[src/rtl/mips_pkg.sv]
// Shared encodings for the multiply/divide unit: operation codes, FSM states
// and the R-type funct codes ALU_Control decodes into md requests.
package mips_pkg;

    typedef enum logic [1:0] {
        MD_MULT  = 2'b00,
        MD_MULTU = 2'b01,
        MD_DIV   = 2'b10,
        MD_DIVU  = 2'b11
    } md_op_e;

    typedef enum logic [1:0] {
        MD_IDLE = 2'b00,
        MD_CALC = 2'b01,
        MD_SIGN = 2'b10
    } md_state_e;

    localparam logic [5:0] FUNCT_MFHI  = 6'h10;
    localparam logic [5:0] FUNCT_MTHI  = 6'h11;
    localparam logic [5:0] FUNCT_MFLO  = 6'h12;
    localparam logic [5:0] FUNCT_MTLO  = 6'h13;
    localparam logic [5:0] FUNCT_MULT  = 6'h18;
    localparam logic [5:0] FUNCT_MULTU = 6'h19;
    localparam logic [5:0] FUNCT_DIV   = 6'h1A;
    localparam logic [5:0] FUNCT_DIVU  = 6'h1B;

    function automatic logic md_is_div(input md_op_e op);
        return (op == MD_DIV) || (op == MD_DIVU);
    endfunction

endpackage

[src/rtl/md_datapath_step.sv]
// One iteration of the unsigned core: shift-add for multiply, restoring
// subtract for divide. Accumulator is {upper, lower} of 2*DATA_WIDTH bits.
module md_datapath_step
    import mips_pkg::*;
#(
    parameter int unsigned DATA_WIDTH = 32
) (
    input  md_op_e                    i_op,
    input  logic [2*DATA_WIDTH-1:0]   i_acc,
    input  logic [DATA_WIDTH-1:0]     i_opnd,
    output logic [2*DATA_WIDTH-1:0]   o_acc
);

    localparam int unsigned W = DATA_WIDTH;

    logic [W:0] w_sum;
    logic [W:0] w_top;
    logic [W:0] w_diff;

    always_comb begin
        // Multiply: lower half holds the unconsumed multiplier bits.
        w_sum  = {1'b0, i_acc[2*W-1:W]} + (i_acc[0] ? {1'b0, i_opnd} : '0);
        // Divide: partial remainder after shifting in the next dividend bit.
        w_top  = i_acc[2*W-1:W-1];
        w_diff = w_top - {1'b0, i_opnd};
        o_acc  = '0;
        if (md_is_div(i_op)) begin
            if (!w_diff[W]) begin
                o_acc = {w_diff[W-1:0], i_acc[W-2:0], 1'b1};
            end else begin
                o_acc = {w_top[W-1:0], i_acc[W-2:0], 1'b0};
            end
        end else begin
            o_acc = {w_sum, i_acc[W-1:1]};
        end
    end

endmodule

[src/rtl/mult_div_unit.sv]
// Iterative multiply/divide unit with HI/LO for the MIPS core. Works on operand
// magnitudes for DATA_WIDTH cycles, then applies sign fix-up and writes HI/LO.
module mult_div_unit
    import mips_pkg::*;
#(
    parameter int unsigned DATA_WIDTH = 32
) (
    input  logic                  clk,
    input  logic                  reset,
    input  logic                  start_i,
    input  logic [1:0]            op_i,
    input  logic [DATA_WIDTH-1:0] a_i,
    input  logic [DATA_WIDTH-1:0] b_i,
    input  logic                  mthi_i,
    input  logic                  mtlo_i,
    output logic                  busy_o,
    output logic                  done_o,
    output logic                  div_zero_o,
    output logic [DATA_WIDTH-1:0] hi_o,
    output logic [DATA_WIDTH-1:0] lo_o
);

    localparam int unsigned W  = DATA_WIDTH;
    localparam int unsigned CW = (W > 1) ? $clog2(W) : 1;
    localparam logic [CW-1:0] LAST = CW'(W - 1);

    md_state_e        r_state;
    md_op_e           r_op;
    logic [2*W-1:0]   r_acc;
    logic [W-1:0]     r_opnd;
    logic [CW-1:0]    r_count;
    logic             r_neg_lo;
    logic             r_neg_hi;
    logic [W-1:0]     r_hi;
    logic [W-1:0]     r_lo;
    logic             r_busy;
    logic             r_done;
    logic             r_div_zero;

    md_op_e           w_op_in;
    logic             w_is_div;
    logic             w_signed;
    logic             w_a_neg;
    logic             w_b_neg;
    logic [W-1:0]     w_a_mag;
    logic [W-1:0]     w_b_mag;
    logic [2*W-1:0]   w_acc_next;
    logic [2*W-1:0]   w_prod;
    logic [W-1:0]     w_quo;
    logic [W-1:0]     w_rem;
    logic             w_div_zero;
    logic [W-1:0]     w_hi_res;
    logic [W-1:0]     w_lo_res;

    always_comb begin
        w_op_in  = md_op_e'(op_i);
        w_is_div = md_is_div(w_op_in);
        w_signed = (w_op_in == MD_MULT) || (w_op_in == MD_DIV);
        w_a_neg  = w_signed & a_i[W-1];
        w_b_neg  = w_signed & b_i[W-1];
        w_a_mag  = w_a_neg ? -a_i : a_i;
        w_b_mag  = w_b_neg ? -b_i : b_i;
    end

    md_datapath_step #(
        .DATA_WIDTH (W)
    ) u_step (
        .i_op   (r_op),
        .i_acc  (r_acc),
        .i_opnd (r_opnd),
        .o_acc  (w_acc_next)
    );

    // Sign fix-up on the finished magnitudes; divide-by-zero forces LO to all
    // ones while the remainder path already reproduces the original dividend.
    always_comb begin
        w_prod     = r_neg_lo ? -r_acc : r_acc;
        w_quo      = r_neg_lo ? -r_acc[W-1:0] : r_acc[W-1:0];
        w_rem      = r_neg_hi ? -r_acc[2*W-1:W] : r_acc[2*W-1:W];
        w_div_zero = md_is_div(r_op) && (r_opnd == '0);
        if (md_is_div(r_op)) begin
            w_hi_res = w_rem;
            w_lo_res = w_div_zero ? '1 : w_quo;
        end else begin
            w_hi_res = w_prod[2*W-1:W];
            w_lo_res = w_prod[W-1:0];
        end
    end

    always_ff @(posedge clk or posedge reset) begin
        if (reset) begin
            r_state    <= MD_IDLE;
            r_op       <= MD_MULT;
            r_acc      <= '0;
            r_opnd     <= '0;
            r_count    <= '0;
            r_neg_lo   <= 1'b0;
            r_neg_hi   <= 1'b0;
            r_hi       <= '0;
            r_lo       <= '0;
            r_busy     <= 1'b0;
            r_done     <= 1'b0;
            r_div_zero <= 1'b0;
        end else begin
            r_done <= 1'b0;
            unique case (r_state)
                MD_IDLE: begin
                    if (start_i) begin
                        r_op       <= w_op_in;
                        r_state    <= MD_CALC;
                        r_busy     <= 1'b1;
                        r_count    <= '0;
                        r_div_zero <= 1'b0;
                        r_neg_lo   <= w_a_neg ^ w_b_neg;
                        r_neg_hi   <= w_is_div & w_a_neg;
                        if (w_is_div) begin
                            r_acc  <= {{W{1'b0}}, w_a_mag};
                            r_opnd <= w_b_mag;
                        end else begin
                            r_acc  <= {{W{1'b0}}, w_b_mag};
                            r_opnd <= w_a_mag;
                        end
                    end else begin
                        if (mthi_i) r_hi <= a_i;
                        if (mtlo_i) r_lo <= a_i;
                    end
                end
                MD_CALC: begin
                    r_acc   <= w_acc_next;
                    r_count <= r_count + 1'b1;
                    if (r_count == LAST) r_state <= MD_SIGN;
                end
                MD_SIGN: begin
                    r_hi       <= w_hi_res;
                    r_lo       <= w_lo_res;
                    r_div_zero <= w_div_zero;
                    r_done     <= 1'b1;
                    r_busy     <= 1'b0;
                    r_state    <= MD_IDLE;
                end
                default: r_state <= MD_IDLE;
            endcase
        end
    end

    assign busy_o     = r_busy;
    assign done_o     = r_done;
    assign div_zero_o = r_div_zero;
    assign hi_o       = r_hi;
    assign lo_o       = r_lo;

endmodule

[config.mk]
export PLATFORM = sky130hd
export DESIGN_NAME = mult_div_unit
export DESIGN_NICKNAME = d
export VERILOG_FILES = /design/src/rtl/mips_pkg.sv /design/src/rtl/md_datapath_step.sv /design/src/rtl/mult_div_unit.sv
export SDC_FILE = /design/constraint.sdc
export NUM_CORES = 1
export LEC_CHECK = 0
export CAP_MARGIN = 10
export CELL_PAD_IN_SITES_DETAIL_PLACEMENT = 1
export CELL_PAD_IN_SITES_GLOBAL_PLACEMENT = 1
export CORE_MARGIN = 2
export CORE_UTILIZATION = 49
export DETAILED_ROUTE_END_ITERATION = 10
export PLACE_DENSITY = 0.95
export SLEW_MARGIN = 20
export SYNTH_ARGS = -nofsm -noshare
export SYNTH_HDL_FRONTEND = slang
export SYNTH_HIERARCHICAL = 1
export SYNTH_SLANG_ARGS = --single-unit
[constraint.sdc]
create_clock -name clk -period 10.15 [get_ports clk]
set_clock_uncertainty 0.15 [all_clocks]
set_input_delay 2.03 -clock clk [delete_from_list [all_inputs] [get_ports clk]]
set_output_delay 2.03 -clock clk [all_outputs]
set_load 0.05 [all_outputs]
### Word level (Yosys, flattened, before mapping)

Cells that the tools add are included.

| storage, ports and cells | value |
|---|---|
| logic and storage cells | 82 |
| output and inout port bits | 67 |
| register bits | 174 |

| cells by class | value |
|---|---|
| equal/unequal tests | 12 |
| mux-type cells | 31 |
| bitwise gates (word level) | 4 |
| reductions and logical operators | 15 |
| $add $sub $neg | 8 |

Operators by type and width:

| operator | number |
|---|---|
| 32-bit two-way mux | 14 |
| 64-bit two-way mux | 4 |
| 32-bit negator | 4 |
| 32-bit case mux with 2 select lines | 2 |
| 64-bit case mux with 2 select lines | 1 |
| 64-bit negator | 1 |
| 32-bit by 33-bit adder with 33-bit output | 1 |
| 33-bit by 32-bit subtractor with 33-bit output | 1 |
| 32-bit logical NOT | 1 |
| 2-bit equality test, second input constant | 5 |
| 2-bit != test, second input constant | 5 |
| 5-bit case mux with 2 select lines | 1 |
| 2-bit AND reduction | 4 |
| 3-bit AND reduction | 2 |
| 5-bit by 1-bit adder with 5-bit output, second input constant | 1 |
| 5-bit equality test, second input constant | 1 |
| 5-bit two-way mux | 1 |
| 2-bit logical NOT | 2 |
| 2-bit two-way mux | 2 |
| 1-bit case mux with 2 select lines | 2 |
| 2-bit case mux with 2 select lines | 1 |
| 2-bit nonzero test | 2 |
| 1-bit bitwise AND | 3 |
| 1-bit logical OR | 3 |
| other kinds (4) | 6 |

### Depth between registers and ports, before layout

Gate-level depths: netlist (run 1).

| depth | value |
|---|---|
| depth in word-level cells | 7 |
| gate-level depth with buffers | 16 |

### Hierarchy

Netlist (run 1), hierarchy kept.

Modules (own cells, without submodules):

| module | times used | area an instance (µm²) | cells each | sequential area each (µm²) |
|---|---|---|---|---|
| mult_div_unit | 1 | 11,180.7 | 1,271 | 4,354.2 |
| md_datapath_step | 1 | 4,620.7 | 651 | 0.0 |

### Least setup slack after synthesis (run 1)

OpenSTA, ideal clock, no wires.

| timing | value |
|---|---|
| kind | input port to flip-flop |
| from | input a_i[0] |
| to | register r_acc[28] |
| data arrival time | 4.138 ns |
| stages | 9 |
| path slack | 5.736 ns |
| setup time | 0.126 ns |
| data required time | 9.874 ns |
| path through | clkbuf_1 inv_1 ha_1 nor3b_1 nand4_1 o31ai_1 xor2_1 mux2i_1 a221o_1 |

| between the ends | value |
|---|---|
| longest elaborated chain between the ends | 5 |

RTL lines:

| what | RTL line | text |
|---|---|---|
| start: declaration | mult_div_unit.sv:12 | `input logic [DATA_WIDTH-1:0] a_i,` |
| 32-bit negator | mult_div_unit.sv:61 | `w_a_mag = w_a_neg ? -a_i : a_i;` |
| 32-bit two-way mux | mult_div_unit.sv:61 |  |
| 32-bit two-way mux | mult_div_unit.sv:116 | `if (w_is_div) begin` |
| 64-bit two-way mux | mult_div_unit.sv:108 | `if (start_i) begin` |
| 64-bit case mux with 2 select lines | mult_div_unit.sv:106 | `unique case (r_state)` |
| end signal: assignment | mult_div_unit.sv:117 | `r_acc <= {{W{1'b0}}, w_a_mag};` |
| end signal: assignment | mult_div_unit.sv:120 | `r_acc <= {{W{1'b0}}, w_b_mag};` |
| end signal: assignment | mult_div_unit.sv:129 | `r_acc <= w_acc_next;` |
| end: declaration | mult_div_unit.sv:29 | `logic [2*W-1:0] r_acc;` |

No other way between the ends. The select of a mux whose other input is x is not followed.
A chain may end at the register's enable or synchronous reset.

### Worst setup path in the final report (run 1)

| timing | value |
|---|---|
| from | input a_i[0] |
| to | register r_acc[26] |

The elaborated chain is that of the path after synthesis.

==> impl_metrics.tcl, run 1 <==
set metrics [dict create \
    cp.required_ns 10.34 \
    post_cts_resized 0 \
    worstPathArrival_ns 5.52 \
    crit_path_start_kind "primary input" \
    dr.pass1.iters 8 \
    cts_num_sinks 173 \
    gp_congestion 1.003 \
    cp-startpoint "a_i[0]" \
    irDropWorstVdd_uv 268.2 \
    drt_iter0_markers 2427 \
    vias_per_cell 7.202 \
    rsz0062_at_grt "no" \
    rrSetupSlack_ns 5.21 \
    drcViolationCount 0 \
    timing.hold.ws_ns 0.3474 \
    min_period_over_period_pct 52.53 \
    synthCells 1918 \
    max_freq_ghz 0.1876 \
    grtUsageTotal_pct 41.21 \
    cts_tree "yes" \
    syn_area_um2 15770 \
    cts-root-buf "clkbuf_16" \
    regToRegStartpoint "r_acc[0]" \
    drv_slew 0 \
    wirelength_um 69860 \
    r2r_end "r_acc[63]" \
    ant_nets 0 \
    die-area_um2 33620 \
    path_class "in -> reg" \
    finalHoldViolCount 0 \
    crit_fanout 8 \
    path_clk_slew_ns 0.07 \
    routedWlPerCell_um 29.22 \
    syn_area_per_cell_um2 8.220 \
    post-cts-setup-buffer-count 0 \
    cap_viol_max_count 0 \
    hpwl_um 52160 \
    crit_chain "clkdlybuf4s50_1 -> inv_1 -> ha_1 -> nor3b_1 -> nand4_1 -> o31ai_1 -> xor2_1 -> mux2i_1 -> a221o_1" \
    max_stage_delay_ns 0.72 \
    nNetsFinal 2118 \
    mappedNetlistNets 2061 \
    fp.coreArea_um2 31640 \
    vias 17220 \
    leakage_nw 7.287 \
    io_buffers 137 \
    grt_max_degree 83 \
    fin_crit_ns 5.331 \
    yosysWarnings 6 \
    antenna_found_initial 2 \
    setup_tns_ns 0 \
    start_util_pct 49.83 \
    areaGrowthSynthToFinish_pct 13.81 \
    overflow 0 \
    clock_path_buffers 2 \
    grt_pass1_vias 17424 \
    hold_end "r_count[3]" \
    cp-end-kind "flip-flop" \
    hp-class "reg -> reg" \
    reg2regPathDepth 15 \
    insertion_delay_ns 0.46 \
    min_path_cells 1 \
    rows 65 \
    ioPinCount 138 \
    hp-start "r_count[3]" \
    chipHeight_um 183.4 \
    worst_pin_slew_ns 1.137 \
    crit_slowest_cell "nand4_1" \
    h-tree-depth 4 \
    die_w_um 183.4 \
    drive_above_1_share_pct 7.093 \
    maxSlewHeadroom_pct 23.13 \
    status "complete, no violations" \
    cellPowerDensity_nw_per_um2 429.1 \
    cts_made_buffers 17 \
    setup-violations-final 0 \
    grt_pass1_wl_um 105400 \
    cts-hold-fix-buffers 0 \
]
[critical path, delay by kind of cell]
kind / cells / cell delay (ns)
adder cells (fa/ha/maj): 1 / 0.18
AO/OA/AOI/OAI: 2 / 0.88
AND/OR/NAND/NOR: 2 / 1.35
multiplexers: 1 / 0.12
XOR/XNOR: 1 / 0.28
buffers and inverters: 2 / 0.68
[power breakdown]
| group | total, mW | switching, mW | internal (mW) | leakage [nW] |
|---|---|---|---|---|
| clock network | 0.666 | 0.332 | 0.334 | 0.276 |
| registers | 1.79 | 0.749 | 1.04 | 2.09 |
| logic | 5.25 | 3.14 | 2.11 | 4.92 |
[through the flow]
stage | area (um^2) | total power [mW] | setup slack, ns | util, % | instances
global route | 17940 | 8.095 | 4.782 | 56.71 | 2390
detailed placement | 17380 | 6.813 | 4.567 | 54.93 | 2358
floorplan | 15770 | 5.187 | 3.282 | - | 1918
CTS | 17940 | 7.528 | 5.018 | 56.71 | 2390
global placement | 17380 | 6.571 | 4.697 | 54.93 | 2358
finish | 17940 | 7.700 | 4.819 | 56.71 | 2391
[state kept, by name, indices dropped and copies added, names as in the netlist, 2 cells and up]
signal and flops:
r_state 2, r_acc 64, r_count 5, hi_o 32
r_opnd 32, lo_o 32
[worst max path at each step]
stage / slack [ns] / cells after the start / end
floorplan: 3.28 / 1 / busy_o
finish: 4.82 / 9 / r_acc[26]
detailed placement: 4.57 / 9 / r_acc[26]
global route: 4.78 / 9 / r_acc[16]
global placement: 4.70 / 9 / r_acc[28]
CTS: 5.02 / 9 / r_acc[26]
[final cells by class]
type                            instances  area (um^2)
Sequential cell                       173         4333
Multi-Input combinational cell       1550        10710
Inverter                               70        267.8
Clock buffer                           20        456.7
Antenna cell                            1        2.502
Timing Repair Buffer                  163         1562
Clock inverter                         12        105.1
Tap cell                              402        503.0
Fill cell                            3731        13690
[cells in the final DEF (no fill, tap or decap), drive strengths merged, types with 41 or more instances in the layout]
cell type,instances
a21oi,135
clkdlybuf4s50,136
dfrtp,173
ha,70
inv,75
mux2,45
mux2i,46
nand2,131
nand3,41
nor2,128
nor3,41
nor4,45
o21ai,144
xnor2,81
xor2,81
[per-layer routing]
layer  up-vias  GRT usage [%]  routed length, um
li1       7300              -                  -
met1      8478          53.38              27610
met2      1166          63.20              30160
met3       272          10.23               7614
met4         4          22.56               4436
met5         -              0                 40
No activity file was read; power rests on OpenSTA's default activity.
==> run 2, diff against run 1 <==
--- a/config.mk
+++ b/config.mk
@@ -9,9 +9,9 @@
 export CELL_PAD_IN_SITES_DETAIL_PLACEMENT = 1
 export CELL_PAD_IN_SITES_GLOBAL_PLACEMENT = 1
 export CORE_MARGIN = 2
-export CORE_UTILIZATION = 49
+export CORE_UTILIZATION = 45
 export DETAILED_ROUTE_END_ITERATION = 10
-export PLACE_DENSITY = 0.95
+export PLACE_DENSITY = 0.92
 export SLEW_MARGIN = 20
 export SYNTH_ARGS = -nofsm -noshare
 export SYNTH_HDL_FRONTEND = slang
==> constraint.sdc (replaced) <==
create_clock -name clk -period 5.1 [get_ports clk]
set_clock_uncertainty 0.15 [all_clocks]
set_input_delay 1.02 -clock clk [delete_from_list [all_inputs] [get_ports clk]]
set_output_delay 1.02 -clock clk [all_outputs]
set_load 0.05 [all_outputs]
==> run 2 against run 1 <==
Net effect:
- hold slack got worse by 0.0097 ns
- sequential share of layout area fell by 0.34 points
- non-clock buffer count rose by 13
- count of clock-buffer cells in the layout did not move
- register-to-register slack got worse by 4.4 ns
- clock power rose by 110%
- critical path type is now reg -> reg
- combinational power rose by 100%
==> impl_metrics.tcl, run 2 (synthesis gave the netlist of run 1 again) <==
set metrics [dict create \
    drive_above_1_share_pct 7.746 \
    routedWlPerCell_um 28.01 \
    swShare_pct 53.81 \
    grtUsageTotal_pct 37.22 \
    cp.required_ns 5.30 \
    drcViolationCount 0 \
    reg2regPathDepth 14 \
    ioPinCount 138 \
    grt_pass1_vias 17264 \
    cts_made_buffers 17 \
    switching_power_mw 8.275 \
    start_util_pct 45.64 \
    met3_usage_pct 9.161 \
    largest_reg_flops 64 \
    grt_pass1_wl_um 103300 \
    dp_cells 2424 \
    rrSetupSlack_ns 0.81 \
    fp.coreArea_um2 34540 \
    overflow 0 \
    p_seq_share_pct 22.1 \
    crit_fanout 23 \
    busiest_layer "met2" \
    fin_util_pct 52.68 \
    pwr-share-clk_pct 9.3 \
    irDropWorstVdd_uv 453.9 \
    use_met1_pct 47.76 \
    cts-hold-fix-buffers 0 \
    power_mw 15.38 \
    seq_area_um2 4333 \
    dp_slack_ns 0.8938 \
    areaGrowthSynthToFinish_pct 15.43 \
    leakage_nw 7.383 \
    vias_per_cell 7.037 \
    post-cts-setup-buffer-count 0 \
    io_buffers 137 \
    hpwl_um 51610 \
    timing.hold.ws_ns 0.3377 \
    max_freq_ghz 0.2331 \
    met2_usage_pct 57.13 \
    drt_iter0_markers 1837 \
    layout_commonest_cell "dfrtp_1" \
    chipHeight_um 191.2 \
    rsz0062_at_grt "no" \
    power_frac_comb_pct 68.6 \
    gp_congestion 0.9736 \
    worst_pin_slew_ns 1.070 \
    worstPathArrival_ns 4.50 \
    post_cts_resized 0 \
    insertion_delay_ns 0.46 \
    max_flop_register "r_acc" \
    maxSlewHeadroom_pct 27.98 \
    setup-violations-final 0 \
    cts-root-buf "clkbuf_16" \
    fin_cells 2459 \
    min_path_cells 2 \
    status "complete, no violations" \
    path_class "reg -> reg" \
    die_w_um 191.2 \
    drv_slew 0 \
    crit_path_start_kind "flip-flop" \
    crit_chain "and2_1 -> ha_1 -> fa_1 -> a21oi_1 -> nand4b_1 -> and3_1 -> nor4_2 -> a41oi_2 -> a211oi_1 -> or4_1 -> a21oi_1 -> xor2_1 -> mux2i_1 -> a22o_1" \
    layout_common_cells "dfrtp_1 (172), o21ai_0 (140), clkdlybuf4s50_1 (136)" \
    grt_max_degree 66 \
    final_area_um2 18200 \
    fill_cells 4108 \
    wirelength_um 68870 \
    rows 68 \
    vias 17303 \
    setup_tns_ns 0 \
    multi_input_area_um2 10720 \
    cts_num_sinks 173 \
    crit_slowest_cell "dfrtp_1" \
    finalHoldViolCount 0 \
    path_clk_slew_ns 0.08 \
    cp-end-kind "flip-flop" \
    die-area_um2 36550 \
    min_period_over_period_pct 84.14 \
    fin_ws_ns 0.8091 \
    hp-class "reg -> reg" \
    antenna_found_initial 2 \
    critPathMostFrequentCell "a21oi_1" \
    internal_power_mw 7.104 \
    cap_viol_max_count 0 \
    cts_tree "yes" \
    dr.pass1.iters 6 \
    clock_path_buffers 2 \
    ant_nets 0 \
    cellPowerDensity_nw_per_um2 845.1 \
    place_area_um2 17580 \
    h-tree-depth 4 \
    fin_crit_ns 4.291 \
    max_stage_delay_ns 0.62 \
    nNetsFinal 2131 \
]
## run 2: changes by cell type in the layout (fill, tap and decap cells not counted), sizes merged
| cell | change |
|---|---|
| bufinv | +2 |
| diode | +2 |
| buf | +13 |
| clkinv | -2 |
## run 2: final cells by class
type                    instances  area share (%)
multi-input cells            1550           58.90
clock inverters                12          0.8182
repair buffers                176           9.323
diodes                          3         0.04125
clock buffers                  20           2.510
well taps                     455           3.128
inverters                      70           1.465
flip-flops and latches        173           23.81
## run 2: final timing paths
check / start / endpoint
worst max-delay path: r_acc[0] / r_acc[61]
worst min register to register: busy_o / busy_o
max in group asynchronous: reset / r_acc[14]
worst min-delay path: busy_o / busy_o
worst max register to register: r_acc[0] / r_acc[61]
min in group asynchronous: reset / hi_o[20]
## run 2: metal layers
metal,share of wire (%),vias up,routed length [um]
li1,-,7327,-
met5,0.016,-,11
met4,5.9,2,4044
met2,44,1096,30560
met1,39,8612,26890
met3,11,266,7361
## run 2: power by group through the flow
stage,Combinational (mW),Sequential (mW),Clock [mW]
after detailed placement,10.2,3.31,0
after global routing,11.3,3.40,1.47
after global placement,9.78,3.27,0
final,10.6,3.40,1.43
after floorplan,6.71,3.61,0
after CTS,10.3,3.30,1.43
## run 2: critical path, delay by kind of cell, from the launching register on
kind                     cells  cell delay (ns)
adder cells (fa/ha/maj)      2             0.62
multiplexers                 1             0.09
AO/OA/AOI/OAI                5             1.33
XOR/XNOR                     1             0.17
flip-flops                   1             0.62
AND/OR/NAND/NOR              5             1.20
==> RTL change 1, RTL diff (flow settings as in run 2) <==
`DATA_WIDTH` is set to 32 in 2 places; all go to 16.
--- a/src/rtl/md_datapath_step.sv
+++ b/src/rtl/md_datapath_step.sv
@@ -3,7 +3,7 @@
 module md_datapath_step
     import mips_pkg::*;
 #(
-    parameter int unsigned DATA_WIDTH = 32
+    parameter int unsigned DATA_WIDTH = 16
 ) (
     input  md_op_e                    i_op,
     input  logic [2*DATA_WIDTH-1:0]   i_acc,
--- a/src/rtl/mult_div_unit.sv
+++ b/src/rtl/mult_div_unit.sv
@@ -3,7 +3,7 @@
 module mult_div_unit
     import mips_pkg::*;
 #(
-    parameter int unsigned DATA_WIDTH = 32
+    parameter int unsigned DATA_WIDTH = 16
 ) (
     input  logic                  clk,
     input  logic                  reset,
Interface: changed (resized a_i, b_i, hi_o and lo_o); port bits go from 138 to 74. No check against the original RTL was run, so the function may have changed too.
==> RTL change 1 against run 2 <==
Critical path type unchanged. Largest power group unchanged. Non-clock buffer count shrank 87. Highest routed layer is now met4. Sequential share of layout area grew 1.4 points. Sequential cell count shrank 81. Cell area shrank 50%. Wire length shrank 55%. Setup slack gained 0.40 ns. Synthesized area shrank 50%. Total power shrank 52%.
==> RTL change 1: results (changes against run 2) <==
* Outcome: completed
* Rel. slew slack at 0.410 (+0.130)
* Worst skew pair latency at 0.36 ns (-0.10 ns)
* Synthesized Nets at 1032 (-50%)
* Largest register FFs at 32 (-50%)
* Worst Path Arrival at 3.96 ns (-0.54 ns)
* Crit path max fanout at 18 (-22%)
* Worst R2R End: r_acc[23]
* Hold Startpoint: lo_o[1]
* Cell Area, Placed at 8830 um^2 (-50%)
* Hold path cells at 1 (-1)
* Layout cells sized above 1 at 0.0896 (+0.0121)
* Worst reg-to-reg path cell count at 13 (-1)
* Drt pass-1 iters at 9 (+3)
* Num CTS Buffers at 9 (-8)
* Total global-route track usage at 0.332 (-0.0404)
* M3 GR Usage at 0.0644 (-0.0272)
* R2R Setup Slk at 1.21 ns (+0.40 ns)
* Cell leakage power at 3.80 nW (-48%)
* Peak VDD IR at 0.000387 V (-15%)
* Dpl hpwl at 21600 um (-58%)
* Number of global-route vias before repair at 8619 (-50%)
* Hold EP: lo_o[1]
* Nets at 1078 (-49%)
* First-pass GRT wire length at 47500 um (-54%)
* Initial antenna violation count at 0 (-2)
* Placed insts at 1213 (-50%)
* IO Port Bufs at 73 (-47%)
* Routed WL at 30700 um (-55%)
* Layout filler cell count at 2045 (-50%)
* DR vias/cell at 6.80 (-3.3%)
* H-tree levels at 3 (-1)
* M1 GR Usage at 0.403 (-0.0745)
* Final GP Congestion at 0.893 (-8.2%)
* R2R Path Start: r_acc[15]
* # diodes at 0 (-3)
* Wire length per cell at 25.0 um (-11%)
* Largest net degree at the start of global routing at 57 (-14%)
* Mean Syn Cell Area at 8.30 um^2 (+1.0%)
* DRT iter0 DRCs at 808 (-56%)
RTL change 1: changes by cell type in the layout (fill, tap and decap cells not counted), moves of 30 or more:
cell | run 2 | this run
a21oi_1 | 133 | 54
a22o_1 | 31 | 0
clkdlybuf4s50_1 | 136 | 73
dfrtp_1 | 172 | 91
ha_1 | 70 | 37
inv_1 | 68 | 38
nor2_1 | 128 | 58
nor4_1 | 42 | 9
o21ai_0 | 140 | 63
xnor2_1 | 81 | 29
xor2_1 | 80 | 36
RTL change 1: stage by stage:
stage | hold slack [ns] | setup WS [ns] | util
6_report | 0.351 | 1.21 | 0.531
5_1_grt | 0.377 | 1.04 | 0.531
4_1_cts | 0.354 | 1.29 | 0.530
3_5_place_dp | 0.337 | 1.47 | 0.512
3_3_place_gp | 0.323 | 1.63 | 0.512
2_1_floorplan | 0.327 | 1.54 | -
RTL change 1: worst max path at each step:
stage,start,end
floorplan,reset,busy_o
global placement,a_i[8],r_acc[12]
CTS,r_acc[15],r_acc[23]
detailed placement,b_i[3],r_acc[15]
global route,r_acc[15],r_acc[23]
finish,r_acc[15],r_acc[23]
RTL change 1: critical path: stages, from the launching register on:
cell and delay, ns:
dfrtp_1 0.45, inv_1 0.14, ha_1 0.26, fa_1 0.44, nor2b_1 0.19, o31a_2 0.21
o21ai_4 0.10, o221ai_2 0.20, xor2_2 0.72, buf_4 0.34, mux2i_1 0.23, a21oi_1 0.10
nand2_1 0.12, o31ai_1 0.10
RTL change 1: per-layer routing:
metal  wire [um]  up-vias  part of all wire
met5           0        -                 0
met4        1900        0             0.062
met3        2160      135             0.070
met2       14600      480              0.47
met1       12100     4158              0.39
li1            -     3595                 -
RTL change 1: final cells by class:
class	instances	share of cell area
timing repair buffer	89	0.0930
clock buffer	10	0.0250
multi-input combinational	768	0.575
tap	225	0.0308
clock inverter	6	0.00793
sequential	92	0.252
inverter	40	0.0167
RTL change 1: power by group:
part,switching [W],internal [W],total [W],leakage [nW]
Sequential,0.000671,0.00109,0.00176,1.11
Clock,0.000339,0.000387,0.000726,0.137
Combinational,0.00295,0.00198,0.00494,2.55
==> RTL change 2, RTL diff (config.mk and constraints of run 2) <==
Made on the original files. The 3 states of `md_state_e` get a one-hot encoding in 3 bits.
--- a/src/rtl/mips_pkg.sv
+++ b/src/rtl/mips_pkg.sv
@@ -9,10 +9,10 @@
         MD_DIVU  = 2'b11
     } md_op_e;
 
-    typedef enum logic [1:0] {
-        MD_IDLE = 2'b00,
-        MD_CALC = 2'b01,
-        MD_SIGN = 2'b10
+    typedef enum logic [2:0] {
+        MD_IDLE = 3'b001,
+        MD_CALC = 3'b010,
+        MD_SIGN = 3'b100
     } md_state_e;
 
     localparam logic [5:0] FUNCT_MFHI  = 6'h10;
Formal check against the unedited RTL: same outputs for any inputs over 4 cycles, from zero or initial values and one cycle with reset high; so few cycles prove little.
==> RTL change 2 against run 2 <==
Wire length shrank 4.3%. Total power shrank 6.6%. Synthesized cell count shrank 0.83%. Via count shrank 2.7%. Combinational power shrank 9%. Cell area shrank 1.1%. First-iteration DRC count shrank 3.2%. Setup slack lost 0.19 ns. Synthesized area shrank 1.5%. Sequential cell count grew 1. Count of clock-buffer cells in the layout shrank 3. Largest cell class unchanged.
==> RTL change 2: results (changes against run 2) <==
* First-pass GRT wire length at 100000 um (-3.0%)
* Dpl hpwl at 49000 um (-5.1%)
* Synthesized Nets at 2045 (-0.78%)
* Clock net power at 0.00147 W (+3%)
* Layout filler cell count at 4090 (-0.44%)
* Peak VDD IR at 0.000882 V (+94%)
* Slew @ Worst Pin at 0.945 ns (-0.125 ns)
* Total global-route track usage at 0.363 (-0.00961)
* DRT iter0 DRCs at 1778 (-3.2%)
* Wire length per cell at 26.9 um (-3.8%)
* Outcome: completed
* Min Hold Slack at 0.332 ns (-0.00543 ns)
* Layout cells sized above 1 at 0.0768 (-0.000615)
* Tot Pwr at 0.0144 W (-6.6%)
* Nets at 2121 (-0.47%)
* Mapped Cells at 1902 (-0.83%)
* Slowest stage delay, CP at 0.74 ns (+0.12 ns)
* Fin cells at 2447 (-0.49%)
* Cell Area, Placed at 17300 um^2 (-1.3%)
* Routed via count at 16800 (-2.7%)
* Area occupied by multi-input gates at 10500 um^2 (-2.4%)
* Cell leakage power at 7.59 nW (+2.8%)
* Largest net degree at the start of global routing at 82 (+24%)
* CP delay by family, top: simple AND/OR/NAND/NOR gates
* Minimum clock period at 4.48 ns (+0.194 ns)
* Final GP Congestion at 0.967 (-0.66%)
* R2R Setup Slk at 0.62 ns (-0.19 ns)
-- RTL change 2: cell count changes in the layout (fill, tap and decap cells not counted), moves of 15 or more --
cell,delta
a221oi_1,-15
nand2_1,+25
o22ai_1,+26
a211oi_1,-25
nor3_1,+17
a21oi_1,+19
o21ai_0,-32
nor2b_1,-18
-- RTL change 2: layout make-up --
class,count,area share
clock inverters,15,0.0120
clock buffers,17,0.0236
repair buffers,178,0.0951
well taps,455,0.0316
multi-input cells,1542,0.582
inverters,65,0.0138
diodes,1,0.000139
flip-flops and latches,174,0.242
-- RTL change 2: per-layer routing --
| layer | up-vias | routed length [um] | part of all wire | global-route usage |
|---|---|---|---|---|
| li1 | 7231 | - | - | - |
| met4 | 6 | 4110 | 0.062 | 0.202 |
| met3 | 284 | 6080 | 0.092 | 0.0994 |
| met5 | - | 41 | 0.00062 | 0 |
| met2 | 936 | 29700 | 0.45 | 0.579 |
| met1 | 8374 | 25900 | 0.39 | 0.444 |
